## src/rtl/cache_pkg.sv

```systemverilog
// Shared cache geometry and miss-controller state encoding.
// Imported by the miss controller, its interface and the cache array.
package cache_pkg;

  localparam int NUM_SETS    = 16;
  localparam int NUM_WAYS    = 2;
  localparam int BLOCK_WORDS = 4;
  localparam int OFFSET_W    = $clog2(BLOCK_WORDS);

  typedef enum logic [1:0] {
    IDLE,
    REFILL,
    WRITE,
    RESPOND
  } miss_state_t;

endpackage

```

## src/rtl/cache_miss_ctrl_if.sv

```systemverilog
// CPU-side request, cache fill port and memory handshake bundle.
// The slave modport is the controller's view; master is the environment's.
interface cache_miss_ctrl_if #(
  parameter int OFFSET_W = 2
);

  logic                cpu_req;
  logic                cpu_we;
  logic [29:0]         cpu_addr;
  logic [31:0]         cpu_wdata;
  logic                cache_hit;
  logic                stall;
  logic                cache_wr_en;
  logic                fill_en;
  logic [OFFSET_W-1:0] fill_word;
  logic [31:0]         fill_data;
  logic                fill_commit;
  logic                mem_req;
  logic                mem_we;
  logic [29:0]         mem_addr;
  logic [31:0]         mem_wdata;
  logic                mem_ack;
  logic [31:0]         mem_rdata;
  logic                err;

  modport slave (
    input  cpu_req,
    input  cpu_we,
    input  cpu_addr,
    input  cpu_wdata,
    input  cache_hit,
    input  mem_ack,
    input  mem_rdata,
    output stall,
    output cache_wr_en,
    output fill_en,
    output fill_word,
    output fill_data,
    output fill_commit,
    output mem_req,
    output mem_we,
    output mem_addr,
    output mem_wdata,
    output err
  );

  modport master (
    output cpu_req,
    output cpu_we,
    output cpu_addr,
    output cpu_wdata,
    output cache_hit,
    output mem_ack,
    output mem_rdata,
    input  stall,
    input  cache_wr_en,
    input  fill_en,
    input  fill_word,
    input  fill_data,
    input  fill_commit,
    input  mem_req,
    input  mem_we,
    input  mem_addr,
    input  mem_wdata,
    input  err
  );

endinterface

```

## src/rtl/ack_timeout_ctr.sv

```systemverilog
// Saturating wait counter for one memory beat.
// expire fires on the LIMIT-th consecutive counted cycle.
module ack_timeout_ctr #(
  parameter int LIMIT = 255,
  localparam int CW = $clog2(LIMIT + 1)
) (
  input  logic clk,
  input  logic rst,
  input  logic clr,
  input  logic en,
  output logic expire
);

  logic [CW-1:0] count;

  always_ff @(posedge clk) begin
    if (rst || clr) begin
      count <= '0;
    end else if (en && (count != CW'(LIMIT))) begin
      count <= count + 1'b1;
    end
  end

  assign expire = en && (count == CW'(LIMIT - 1));

endmodule

```

## src/rtl/cache_miss_ctrl.sv

```systemverilog
// Read-miss refill and write-through sequencer for the data cache.
// Outputs decode from state plus the live CPU request while idle.
import cache_pkg::*;

module cache_miss_ctrl #(
  parameter int BLOCK_WORDS = 4,
  parameter int ACK_TIMEOUT = 255
) (
  input  logic             clk,
  input  logic             rst,
  cache_miss_ctrl_if.slave bus
);

  localparam int OW = $clog2(BLOCK_WORDS);
  localparam int TW = 30 - OW;
  localparam logic [OW-1:0] LAST = OW'(BLOCK_WORDS - 1);

  miss_state_t   state;
  logic [TW-1:0] tag;
  logic [OW-1:0] beat;
  logic [29:0]   waddr;
  logic [31:0]   wdata;
  logic          busy;
  logic          ack;
  logic          expire;

  assign busy = (state == REFILL) || (state == WRITE);
  assign ack  = busy && bus.mem_ack;

  ack_timeout_ctr #(
    .LIMIT (ACK_TIMEOUT)
  ) u_timeout (
    .clk    (clk),
    .rst    (rst),
    .clr    (!busy || bus.mem_ack),
    .en     (busy && !bus.mem_ack),
    .expire (expire)
  );

  always_ff @(posedge clk) begin
    if (rst) begin
      state <= IDLE;
      tag   <= '0;
      beat  <= '0;
      waddr <= '0;
      wdata <= '0;
    end else begin
      unique case (state)
        IDLE: begin
          if (bus.cpu_req && bus.cpu_we) begin
            waddr <= bus.cpu_addr;
            wdata <= bus.cpu_wdata;
            state <= WRITE;
          end else if (bus.cpu_req && !bus.cache_hit) begin
            tag   <= bus.cpu_addr[29:OW];
            beat  <= '0;
            state <= REFILL;
          end
        end
        REFILL: begin
          if (ack) begin
            beat <= beat + 1'b1;
            if (beat == LAST) state <= RESPOND;
          end else if (expire) begin
            state <= IDLE;
          end
        end
        WRITE: begin
          if (ack) state <= RESPOND;
          else if (expire) state <= IDLE;
        end
        RESPOND: state <= IDLE;
        default: state <= IDLE;
      endcase
    end
  end

  // Fill side effects are masked while reset is sampled so no partial line commits.
  always_comb begin
    bus.stall       = 1'b0;
    bus.cache_wr_en = 1'b0;
    bus.fill_en     = 1'b0;
    bus.fill_word   = '0;
    bus.fill_data   = '0;
    bus.fill_commit = 1'b0;
    bus.mem_req     = 1'b0;
    bus.mem_we      = 1'b0;
    bus.mem_addr    = '0;
    bus.mem_wdata   = '0;
    bus.err         = 1'b0;
    unique case (state)
      IDLE: begin
        bus.stall = bus.cpu_req && (bus.cpu_we || !bus.cache_hit);
        bus.cache_wr_en = bus.cpu_req && bus.cpu_we && bus.cache_hit;
      end
      REFILL: begin
        bus.stall     = 1'b1;
        bus.mem_req   = 1'b1;
        bus.mem_addr  = {tag, beat};
        bus.fill_word = beat;
        if (ack && !rst) begin
          bus.fill_en     = 1'b1;
          bus.fill_data   = bus.mem_rdata;
          bus.fill_commit = (beat == LAST);
        end
        bus.err = expire && !rst;
      end
      WRITE: begin
        bus.stall     = 1'b1;
        bus.mem_req   = 1'b1;
        bus.mem_we    = 1'b1;
        bus.mem_addr  = waddr;
        bus.mem_wdata = wdata;
        bus.err       = expire && !rst;
      end
      RESPOND: bus.stall = 1'b1;
      default: bus.stall = 1'b0;
    endcase
  end

endmodule

```

## src/flat_wrapper.sv

```systemverilog
// flat-port wrapper written by rule: the top's interface ports become plain ports
module cache_miss_ctrl_flat 
#(
  parameter int BLOCK_WORDS = 4,
  parameter int ACK_TIMEOUT = 255
)
  (clk, rst, bus_cpu_req, bus_cpu_we, bus_cpu_addr, bus_cpu_wdata, bus_cache_hit, bus_mem_ack, bus_mem_rdata, bus_stall, bus_cache_wr_en, bus_fill_en, bus_fill_word, bus_fill_data, bus_fill_commit, bus_mem_req, bus_mem_we, bus_mem_addr, bus_mem_wdata, bus_err);
  cache_miss_ctrl_if bus_i ();
  input  logic clk;
  input  logic rst;
  input wire logic [$bits(bus_i.cpu_req)-1:0] bus_cpu_req;
  input wire logic [$bits(bus_i.cpu_we)-1:0] bus_cpu_we;
  input wire logic [$bits(bus_i.cpu_addr)-1:0] bus_cpu_addr;
  input wire logic [$bits(bus_i.cpu_wdata)-1:0] bus_cpu_wdata;
  input wire logic [$bits(bus_i.cache_hit)-1:0] bus_cache_hit;
  input wire logic [$bits(bus_i.mem_ack)-1:0] bus_mem_ack;
  input wire logic [$bits(bus_i.mem_rdata)-1:0] bus_mem_rdata;
  output wire logic [$bits(bus_i.stall)-1:0] bus_stall;
  output wire logic [$bits(bus_i.cache_wr_en)-1:0] bus_cache_wr_en;
  output wire logic [$bits(bus_i.fill_en)-1:0] bus_fill_en;
  output wire logic [$bits(bus_i.fill_word)-1:0] bus_fill_word;
  output wire logic [$bits(bus_i.fill_data)-1:0] bus_fill_data;
  output wire logic [$bits(bus_i.fill_commit)-1:0] bus_fill_commit;
  output wire logic [$bits(bus_i.mem_req)-1:0] bus_mem_req;
  output wire logic [$bits(bus_i.mem_we)-1:0] bus_mem_we;
  output wire logic [$bits(bus_i.mem_addr)-1:0] bus_mem_addr;
  output wire logic [$bits(bus_i.mem_wdata)-1:0] bus_mem_wdata;
  output wire logic [$bits(bus_i.err)-1:0] bus_err;
  assign bus_i.cpu_req = bus_cpu_req;
  assign bus_i.cpu_we = bus_cpu_we;
  assign bus_i.cpu_addr = bus_cpu_addr;
  assign bus_i.cpu_wdata = bus_cpu_wdata;
  assign bus_i.cache_hit = bus_cache_hit;
  assign bus_i.mem_ack = bus_mem_ack;
  assign bus_i.mem_rdata = bus_mem_rdata;
  assign bus_stall = bus_i.stall;
  assign bus_cache_wr_en = bus_i.cache_wr_en;
  assign bus_fill_en = bus_i.fill_en;
  assign bus_fill_word = bus_i.fill_word;
  assign bus_fill_data = bus_i.fill_data;
  assign bus_fill_commit = bus_i.fill_commit;
  assign bus_mem_req = bus_i.mem_req;
  assign bus_mem_we = bus_i.mem_we;
  assign bus_mem_addr = bus_i.mem_addr;
  assign bus_mem_wdata = bus_i.mem_wdata;
  assign bus_err = bus_i.err;
  cache_miss_ctrl #(.BLOCK_WORDS(BLOCK_WORDS), .ACK_TIMEOUT(ACK_TIMEOUT)) u_core (.clk(clk), .rst(rst), .bus(bus_i));
endmodule
```

## config.mk

```make
export PLATFORM = sky130hd
export DESIGN_NAME = cache_miss_ctrl_flat
export DESIGN_NICKNAME = d
export VERILOG_FILES = /design/src/rtl/cache_pkg.sv /design/src/rtl/cache_miss_ctrl_if.sv /design/src/rtl/ack_timeout_ctr.sv /design/src/rtl/cache_miss_ctrl.sv /design/src/flat_wrapper.sv
export SDC_FILE = /design/constraint.sdc
export NUM_CORES = 1
export LEC_CHECK = 0
export CORE_MARGIN = 5
export CORE_UTILIZATION = 43
export CTS_CLUSTER_SIZE = 25
export DETAILED_ROUTE_END_ITERATION = 6
export PLACE_DENSITY = 0.82
export SYNTH_ARGS = -nofsm -noshare
export SYNTH_HDL_FRONTEND = slang
export SYNTH_SLANG_ARGS = --single-unit
```

## constraint.sdc

```tcl
create_clock -name clk -period 2.1 [get_ports clk]
set_input_delay 0.21 -clock clk [delete_from_list [all_inputs] [get_ports clk]]
set_output_delay 0.21 -clock clk [all_outputs]
set_load 0.02 [all_outputs]
```

==> impl_summary.log, run 1 <==
INFO  metric run_status = finished with violations
INFO  metric violations = negative setup slack
INFO  metric fmax = around 460 MHz
INFO  metric multiplexer_fraction_of_the_synthesized_cell_area = less than 1%
INFO  metric postPlaceCellArea = 6950 um2
INFO  metric reported_max_cap_violation_count = 0
INFO  metric cts.htree.levels = 3
INFO  metric synthesis.instances = 626
INFO  metric report.final.hold_viol_count = 0
INFO  metric drive_above_1_share = between 15 and 20%
INFO  metric ys_seq_elements = between 100 and 150
INFO  metric cts-buffers-inserted = 9
INFO  metric synth_largest_type_area_fraction = a little over two fifths
INFO  metric place.port_buffers = 202
INFO  metric worstSkewPairLatency = 360 ps
INFO  metric die_w = between 100 and 150 um
INFO  metric drc_errors = 0
INFO  metric synth_fa_ha_area_share = 1.86%
INFO  metric num_io_pins = between 200 and 250
INFO  metric worst_path_class_setup = register to output pin
INFO  metric end_kind = output pin
INFO  metric post_drt_wl_per_cell = 17.3 um
INFO  metric power.clock.fraction = a little under a quarter
INFO  metric hold_path_startpoint = rst
INFO  metric multi_input_area = 2570 um2
INFO  metric critical_path.max_stage_delay = roughly 350 ps
INFO  metric clk_pin_slew = around 100 ps
INFO  metric synth_enable_flop_cells = 0
INFO  metric slew_headroom = ~64%
INFO  metric die_area = 13,100 um2
INFO  metric syn_avg_cell_area = 7.52 um2
INFO  metric finalWirelength = 16,700 um
INFO  metric critical_path_slowest_stage_cell = sky130_fd_sc_hd__dfxtp_2
INFO  metric clock_skew = 9.74 ps
INFO  metric critPathLaunch = u_core.state[0]$_SDFFE_PP0P_
INFO  metric antennaDiodeCount = 0
INFO  metric synth.lib_cells_used.distinct = 32
INFO  metric final.period_utilization = 102%
INFO  metric p_int = between 3 and 4 mW
INFO  metric number_of_buffers_and_inverters_on_the_critical_path = 4
INFO  metric power.switching = 1.83 mW
INFO  metric grt_pass1_vias = 4,904
INFO  metric post-route-util = 67.4%
INFO  metric synth.most_common_cell = sky130_fd_sc_hd__nand2_1
INFO  metric place_hpwl = around 11,000 um
INFO  metric synth.cell_area = 4710 um2
INFO  metric layout_min_cycle_time = 2150 ps
INFO  metric postCtsHoldBufs = 0
INFO  metric cts_tree = yes
INFO  metric route.vias.total = slightly above 5,000
INFO  metric cpMostUsedCell = sky130_fd_sc_hd__buf_6
INFO  metric grt_start_max_net_pins = 65
INFO  metric post_synth_most_frequent_cells = 185 x sky130_fd_sc_hd__nand2_1, 102 x sky130_fd_sc_hd__dfxtp_1, 93 x sky130_fd_sc_hd__a21oi_1
INFO  metric synth.yosys.seq_area_share = about 43%
INFO  metric wp_data_required = 1890 ps
INFO  metric cp.arrival = a little under 2000 ps
INFO  metric worst-path-max-fanout = 8
INFO  metric grt_pass1_wl = between 20,000 and 25,000 um
INFO  metric critPathTopFamily = buffers and inverters
INFO  metric grt_antenna_before_repair = 0
INFO  metric sinks_on_the_clock_net = just over 100
INFO  metric area_growth_syn_to_layout = 54.6%
INFO  metric holdCritPathClass = input port to register
INFO  metric cell_by_cell_listing_of_the_critical_path = inv_2 > ha_4 > nand2_2 > nor3b_4 > buf_6 > buf_6 > and2_1 > buf_6
INFO  metric n_fill_cell = between 800 and 900
INFO  metric place_congestion = 0.893
INFO  metric die_height = approximately 110 um
INFO  metric timing.final.max_slew_violations = 0
INFO  metric stdcell_area = 7270 um2
INFO  metric floorplan.core_area = 10,800 um2
INFO  metric track_usage = around 23%
INFO  metric design.final.nets = 928
INFO  metric dominantRegCellSynth = sky130_fd_sc_hd__dfxtp_1
INFO  metric synth_top_family_by_area = simple AND/OR/NAND/NOR gates
INFO  metric synthSimpleGateAreaFrac = 32.0%
INFO  metric drt_antenna_net_count = 0
INFO  metric synth_area_leaders = sky130_fd_sc_hd__dfxtp_1 43%, sky130_fd_sc_hd__nand2_1 15%, sky130_fd_sc_hd__a21oi_1 9.9%, sky130_fd_sc_hd__and2_1 9.2%, sky130_fd_sc_hd__a22oi_1 4.5%
INFO  metric combined_flip_flop_and_latch_cell_area = 2040 um2
INFO  metric grt_overflow_total = 0
INFO  metric p_sw_share = 33.4%
INFO  metric pwr_density_cell = 753 nW/um2
INFO  metric worstSetupStartpointType = register
INFO  metric effective_utilization_at_floorplan = roughly 44%
INFO  metric length_of_the_first_detailed_routing_pass_in_iterations = 5
INFO  metric setup_viol = 25
INFO  metric comb_power_share = 36.2%
INFO  metric worstMarginPinSlew = between 500 and 600 ps
INFO  metric postSynthNetCount = between 700 and 800
INFO  metric synth_compound_gate_area_share = around 17%
INFO  metric initialDrtViolationCount = 304
INFO  metric area_share_of_xor_xnor_cells_in_the_synthesized_design = less than 1%
INFO  metric least_setup_slack_across_all_paths_after_layout = -52.3 ps
INFO  metric synth_warnings = 0
INFO  metric cts_max_path_buffers = 2
INFO  metric cellLeakagePower = 2.91 nW
INFO  metric synthDominantAreaCellType = sky130_fd_sc_hd__dfxtp_1
INFO  metric reg2reg_setup_slack = 190 ps
INFO  metric pwr-share-seq = 40.8%
INFO  metric r2r_start = u_core.state[0]$_SDFFE_PP0P_
INFO  metric timing.hold.ws = 198 ps
INFO  metric cts_root_buffer = sky130_fd_sc_hd__clkbuf_8
INFO  metric grt_setup_unrepaired = yes
INFO  metric row_count = 38
INFO  metric irDropWorstVdd = 0.402 mV
INFO  metric ys_async_sr_fraction = 0%
INFO  metric drt-vias-per-instance = 5.28
-- metal layers --
layer	wire length [um]	GRT usage [%]	part of all wire, %	vias to the layer above
met3	1240	4.92	7.4	26
met2	8750	41.6	52	208
met5	0	0	0	-
met1	6370	26.8	38	2428
li1	-	-	-	2436
met4	368	8.55	2.2	0
-- power by group through the flow --
stage	sequential (mW)	combinational, mW	clock [mW]
3_5_place_dp	2.27	1.78	0
5_1_grt	2.25	2.14	1.37
4_1_cts	2.22	1.85	1.29
6_report	2.23	1.98	1.26
2_1_floorplan	2.24	0.992	0
3_3_place_gp	2.25	1.74	0
-- area by class of cell --
class / count / area share (%)
Inverter: 6 / 0.310
Clock buffer: 12 / 2.00
Clock inverter: 4 / 0.757
Tap cell: 140 / 2.41
Sequential cell: 102 / 28.1
Multi-Input combinational cell: 469 / 35.3
Timing Repair Buffer: 233 / 31.1
-- tightest hold or removal path: stages --
cell and delay (ps):
sky130_fd_sc_hd__buf_4 120, sky130_fd_sc_hd__inv_1 60, sky130_fd_sc_hd__o211ai_1 80, sky130_fd_sc_hd__a31oi_1 50
-- state kept, by name, indices dropped and copies added (netlist names) --
name / cells
u_core.state: 2
u_core.waddr: 30
u_core.wdata: 32
u_core.tag: 28
u_core.u_timeout.count: 8
u_core.beat: 2
-- final timing paths --
path | to | cells after the start
setup / recovery | bus_fill_data[3] | 8
hold / removal | u_core.u_timeout.count[2]$_SDFFE_PP0P_ | 4
setup reg to reg | u_core.u_timeout.count[7]$_SDFFE_PP0P_ | 8
hold reg to reg | u_core.wdata[27]$_SDFFE_PP0P_ | 2
-- placed cells by master, fill, tap and decap left out, types with 2 or more instances in the layout --
cell,count
sky130_fd_sc_hd__and3_1,3
sky130_fd_sc_hd__nor2b_1,32
sky130_fd_sc_hd__and2_4,22
sky130_fd_sc_hd__buf_12,6
sky130_fd_sc_hd__clkbuf_1,2
sky130_fd_sc_hd__buf_2,22
sky130_fd_sc_hd__clkbuf_8,10
sky130_fd_sc_hd__clkdlybuf4s15_1,4
sky130_fd_sc_hd__nand4_1,3
sky130_fd_sc_hd__clkdlybuf4s15_2,2
sky130_fd_sc_hd__nor2_1,13
sky130_fd_sc_hd__inv_1,4
sky130_fd_sc_hd__dfxtp_2,2
sky130_fd_sc_hd__dlygate4sd2_1,34
sky130_fd_sc_hd__o21ai_0,4
sky130_fd_sc_hd__a22oi_2,3
sky130_fd_sc_hd__dfxtp_1,100
sky130_fd_sc_hd__a31oi_1,3
sky130_fd_sc_hd__ha_1,4
sky130_fd_sc_hd__nand3_1,4
sky130_fd_sc_hd__a21oi_1,93
sky130_fd_sc_hd__and2_1,47
sky130_fd_sc_hd__clkdlybuf4s50_1,99
sky130_fd_sc_hd__clkbuf_16,4
sky130_fd_sc_hd__clkbuf_2,12
sky130_fd_sc_hd__a22oi_1,25
sky130_fd_sc_hd__mux2i_1,2
sky130_fd_sc_hd__buf_4,17
sky130_fd_sc_hd__nor3_1,2
sky130_fd_sc_hd__buf_6,32
sky130_fd_sc_hd__a211oi_1,3
sky130_fd_sc_hd__nand4b_1,2
sky130_fd_sc_hd__inv_2,2
sky130_fd_sc_hd__nand2_1,184
sky130_fd_sc_hd__ha_4,3
sky130_fd_sc_hd__xnor2_1,3
-- timing repair --
action                                 in CTS  in global routing
setup buffers                               0                  2
pin swaps                                   0                 20
resized for setup                         276                103
gates cloned                                1                  6
setup endpoints to repair                 102                 94
endpoints found under the hold margin       0                  0
-- per-stage QoR --
| step | instances | setup TNS [ps] | total power [mW] | setup slack [ps] |
|---|---|---|---|---|
| after floorplan | 626 | 0 | 3.23 | 31.0 |
| after global placement | 941 | -1480 | 3.99 | -51.8 |
| after detailed placement | 941 | -2670 | 4.05 | -125 |
| after CTS | 958 | -753 | 5.36 | -53.8 |
| after global routing | 966 | -2830 | 5.76 | -127 |
| final | 966 | -821 | 5.48 | -52.3 |
-- cell families after synthesis --
family / after synthesis
AO/OA/AOI/OAI: 137
XOR/XNOR: 4
adder cells (fa/ha/maj): 7
buffers and inverters: 55
flip-flops: 102
multiplexers: 2
AND/OR/NAND/NOR: 319
(Power assumes the default switching activity.)
==> run 2: changes to the inputs <==
CORE_UTILIZATION = 57   (was 43)
DONT_BUFFER_PORTS = 1   (was unset)
PLACE_DENSITY = 0.73   (was 0.82)
TNS_END_PERCENT = 100   (was unset)
==> run 2 against run 1 <==
The flow now finishes without violations. Die area shrank 23%. Routed wire length shrank 14%. Critical path depth shrank 2. Setup slack gained 110 ps. Maximum frequency grew 5.4%. Combinational power shrank 20%. Clock power is essentially flat. Core utilization grew 6.9 points. Via count shrank 9.6%. Critical endpoint is now bus_fill_data[21]. Largest cell class unchanged. Highest routed layer unchanged.
==> impl_summary.log, run 2 (synthesis results as in run 1) <==
INFO  metric die_w = 101 um
INFO  metric worst-path-max-fanout = 17
INFO  metric grt_pass1_wl = 22,000 um
INFO  metric irDropWorstVdd = 0.495 mV
INFO  metric instances_no_fill = 818
INFO  metric die_area = around 10,000 um2
INFO  metric effective_utilization_at_floorplan = 57.9%
INFO  metric min_to = u_core.u_timeout.count[2]$_SDFFE_PP0P_
INFO  metric largestRegisters = u_core.wdata (32), u_core.waddr (30), u_core.tag (28)
INFO  metric route.layer.met1.wl = 5210 um
INFO  metric grt_start_max_net_pins = 95
INFO  metric post_drt_wl_per_cell = between 15 and 20 um
INFO  metric drc_errors = 0
INFO  metric holdCritPathClass = input port to register
INFO  metric drive_above_1_share = 16.7%
INFO  metric hold_path_startpoint = rst
INFO  metric row_count = 33
INFO  metric report.final.hold_viol_count = 0
INFO  metric wp_data_required = 1890 ps
INFO  metric total_power = 5.07 mW
INFO  metric slew_headroom = 74.5%
INFO  metric whs_path_depth = 3
INFO  metric num_io_pins = 203
INFO  metric floorplan.core_area = just over 8000 um2
INFO  metric reg2reg_setup_slack = ~220 ps
INFO  metric worst_path_class_setup = register to output pin
INFO  metric length_of_the_first_detailed_routing_pass_in_iterations = 5
INFO  metric area_growth_syn_to_layout = 28.4%
INFO  metric top_register = u_core.wdata
INFO  metric clock_skew = ~17 ps
INFO  metric final.period_utilization = 97.3%
INFO  metric wl_met3 = 1050 um
INFO  metric fmax = 490 MHz
INFO  metric r2r_start = u_core.state[1]$_SDFFE_PP0P_
INFO  metric leading_cell_types_in_the_layout_fill_and_taps_excluded = 184 x sky130_fd_sc_hd__nand2_1, 100 x sky130_fd_sc_hd__dfxtp_1, 93 x sky130_fd_sc_hd__a21oi_1
INFO  metric r2r_end = u_core.beat[1]$_SDFFE_PP0P_
INFO  metric layout_min_cycle_time = 2040 ps
INFO  metric cp.arrival = 1830 ps
INFO  metric n_fill_cell = 601
INFO  metric place.port_buffers = 0
INFO  metric route.vias.total = 4,611
INFO  metric top_layer_used = met4
INFO  metric cts-buffers-inserted = 9
INFO  metric place_congestion = 0.879
INFO  metric worstMarginPinSlew = approximately 380 ps
INFO  metric timing.final.max_slew_violations = 0
INFO  metric r2r_cells = 8
INFO  metric cts_tree = yes
INFO  metric cts.htree.levels = 3
INFO  metric setup_viol = 0
INFO  metric design.final.nets = 814
INFO  metric drt_antenna_net_count = 0
INFO  metric finalWirelength = 14,400 um
INFO  metric dp_slack = 199 ps
INFO  metric wl_met2 = around 7800 um
INFO  metric grt_pass1_vias = 4,538
INFO  metric largest_register_ffs = 32
INFO  metric cts_root_buffer = sky130_fd_sc_hd__clkbuf_8
INFO  metric grt_setup_unrepaired = yes
INFO  metric postPlaceCellArea = between 5000 and 6000 um2
INFO  metric initialDrtViolationCount = 269
INFO  metric stdcell_area = 6040 um2
INFO  metric layout_commonest_cell = sky130_fd_sc_hd__nand2_1
INFO  metric end_kind = output pin
INFO  metric post-route-util = 74.3%
INFO  metric dp.cells = between 700 and 800
INFO  metric sinks_on_the_clock_net = 102
INFO  metric track_usage = a little over a quarter
INFO  metric grt_antenna_before_repair = 1
INFO  metric place_hpwl = 9010 um
INFO  metric cts_max_path_buffers = 2
INFO  metric drt-vias-per-instance = 5.64
INFO  metric clk_pin_slew = ~90 ps
INFO  metric worstSetupStartpointType = register
INFO  metric run_status = completed
INFO  metric worstSkewPairLatency = 370 ps
INFO  metric grt_overflow_total = 0
INFO  metric die_height = 101 um
INFO  metric reported_max_cap_violation_count = 0
INFO  metric cellLeakagePower = 2.23 nW
INFO  metric pwr_density_cell = 838 nW/um2
INFO  metric least_setup_slack_across_all_paths_after_layout = about 58 ps
==> run 2: worst max-delay path by stage <==
| stage | startpoint | endpoint |
|---|---|---|
| after global routing | u_core.state[0]$_SDFFE_PP0P_ | bus_fill_data[21] |
| final | u_core.state[1]$_SDFFE_PP0P_ | bus_fill_data[21] |
| after global placement | u_core.state[1]$_SDFFE_PP0P_ | u_core.beat[1]$_SDFFE_PP0P_ |
| after detailed placement | u_core.state[1]$_SDFFE_PP0P_ | u_core.beat[1]$_SDFFE_PP0P_ |
| after CTS | u_core.state[0]$_SDFFE_PP0P_ | bus_fill_data[15] |
| after floorplan | u_core.state[1]$_SDFFE_PP0P_ | bus_err |
==> run 2: critical path, cell delays in order (launching register included) <==
cell and delay, ps:
sky130_fd_sc_hd__dfxtp_2 350, sky130_fd_sc_hd__inv_2 60, sky130_fd_sc_hd__ha_4 280, sky130_fd_sc_hd__nand2_2 70, sky130_fd_sc_hd__nor3b_4 280, sky130_fd_sc_hd__buf_6 200, sky130_fd_sc_hd__and2_2 240
==> run 2: timing repair <==
item / 4_1_cts / 5_1_grt
hold endpoints to repair: 94 / 0
pin swaps: 1 / 2
setup buffers: 1 / 3
gates cloned: 3 / 0
hold buffers: 63 / 0
setup endpoints to repair: 35 / 40
resized for setup: 39 / 11
==> run 2: power by group <==
group | switching (mW) | internal, mW | leakage [nW]
Combinational | 0.942 | 0.637 | 1.31
Clock | 0.695 | 0.563 | 0.0948
Sequential | 0.102 | 2.13 | 0.830
==> run 2: routing by layer <==
layer / vias up / global-route usage (%)
met5: - / 0
met4: 0 / 11.3
met3: 31 / 6.51
met2: 205 / 50.9
met1: 2164 / 29.0
li1: 2211 / -
==> run 2: per-stage QoR <==
stage	setup TNS, ps	hold slack (ps)
floorplan	0	346
global placement	0	288
detailed placement	0	294
CTS	0	21.9
global route	-484	70.8
finish	0	45.5
==> run 2: area by class of cell <==
type | count | area [um2] | share of cell area, %
inverters | 6 | 22.5 | 0.373
diodes | 1 | 2.50 | 0.0414
repair buffers | 119 | 1120 | 18.6
clock inverters | 6 | 70.1 | 1.16
well taps | 105 | 131 | 2.17
clock buffers | 10 | 128 | 2.11
multi-input cells | 469 | 2520 | 41.8
flip-flops and latches | 102 | 2040 | 33.8
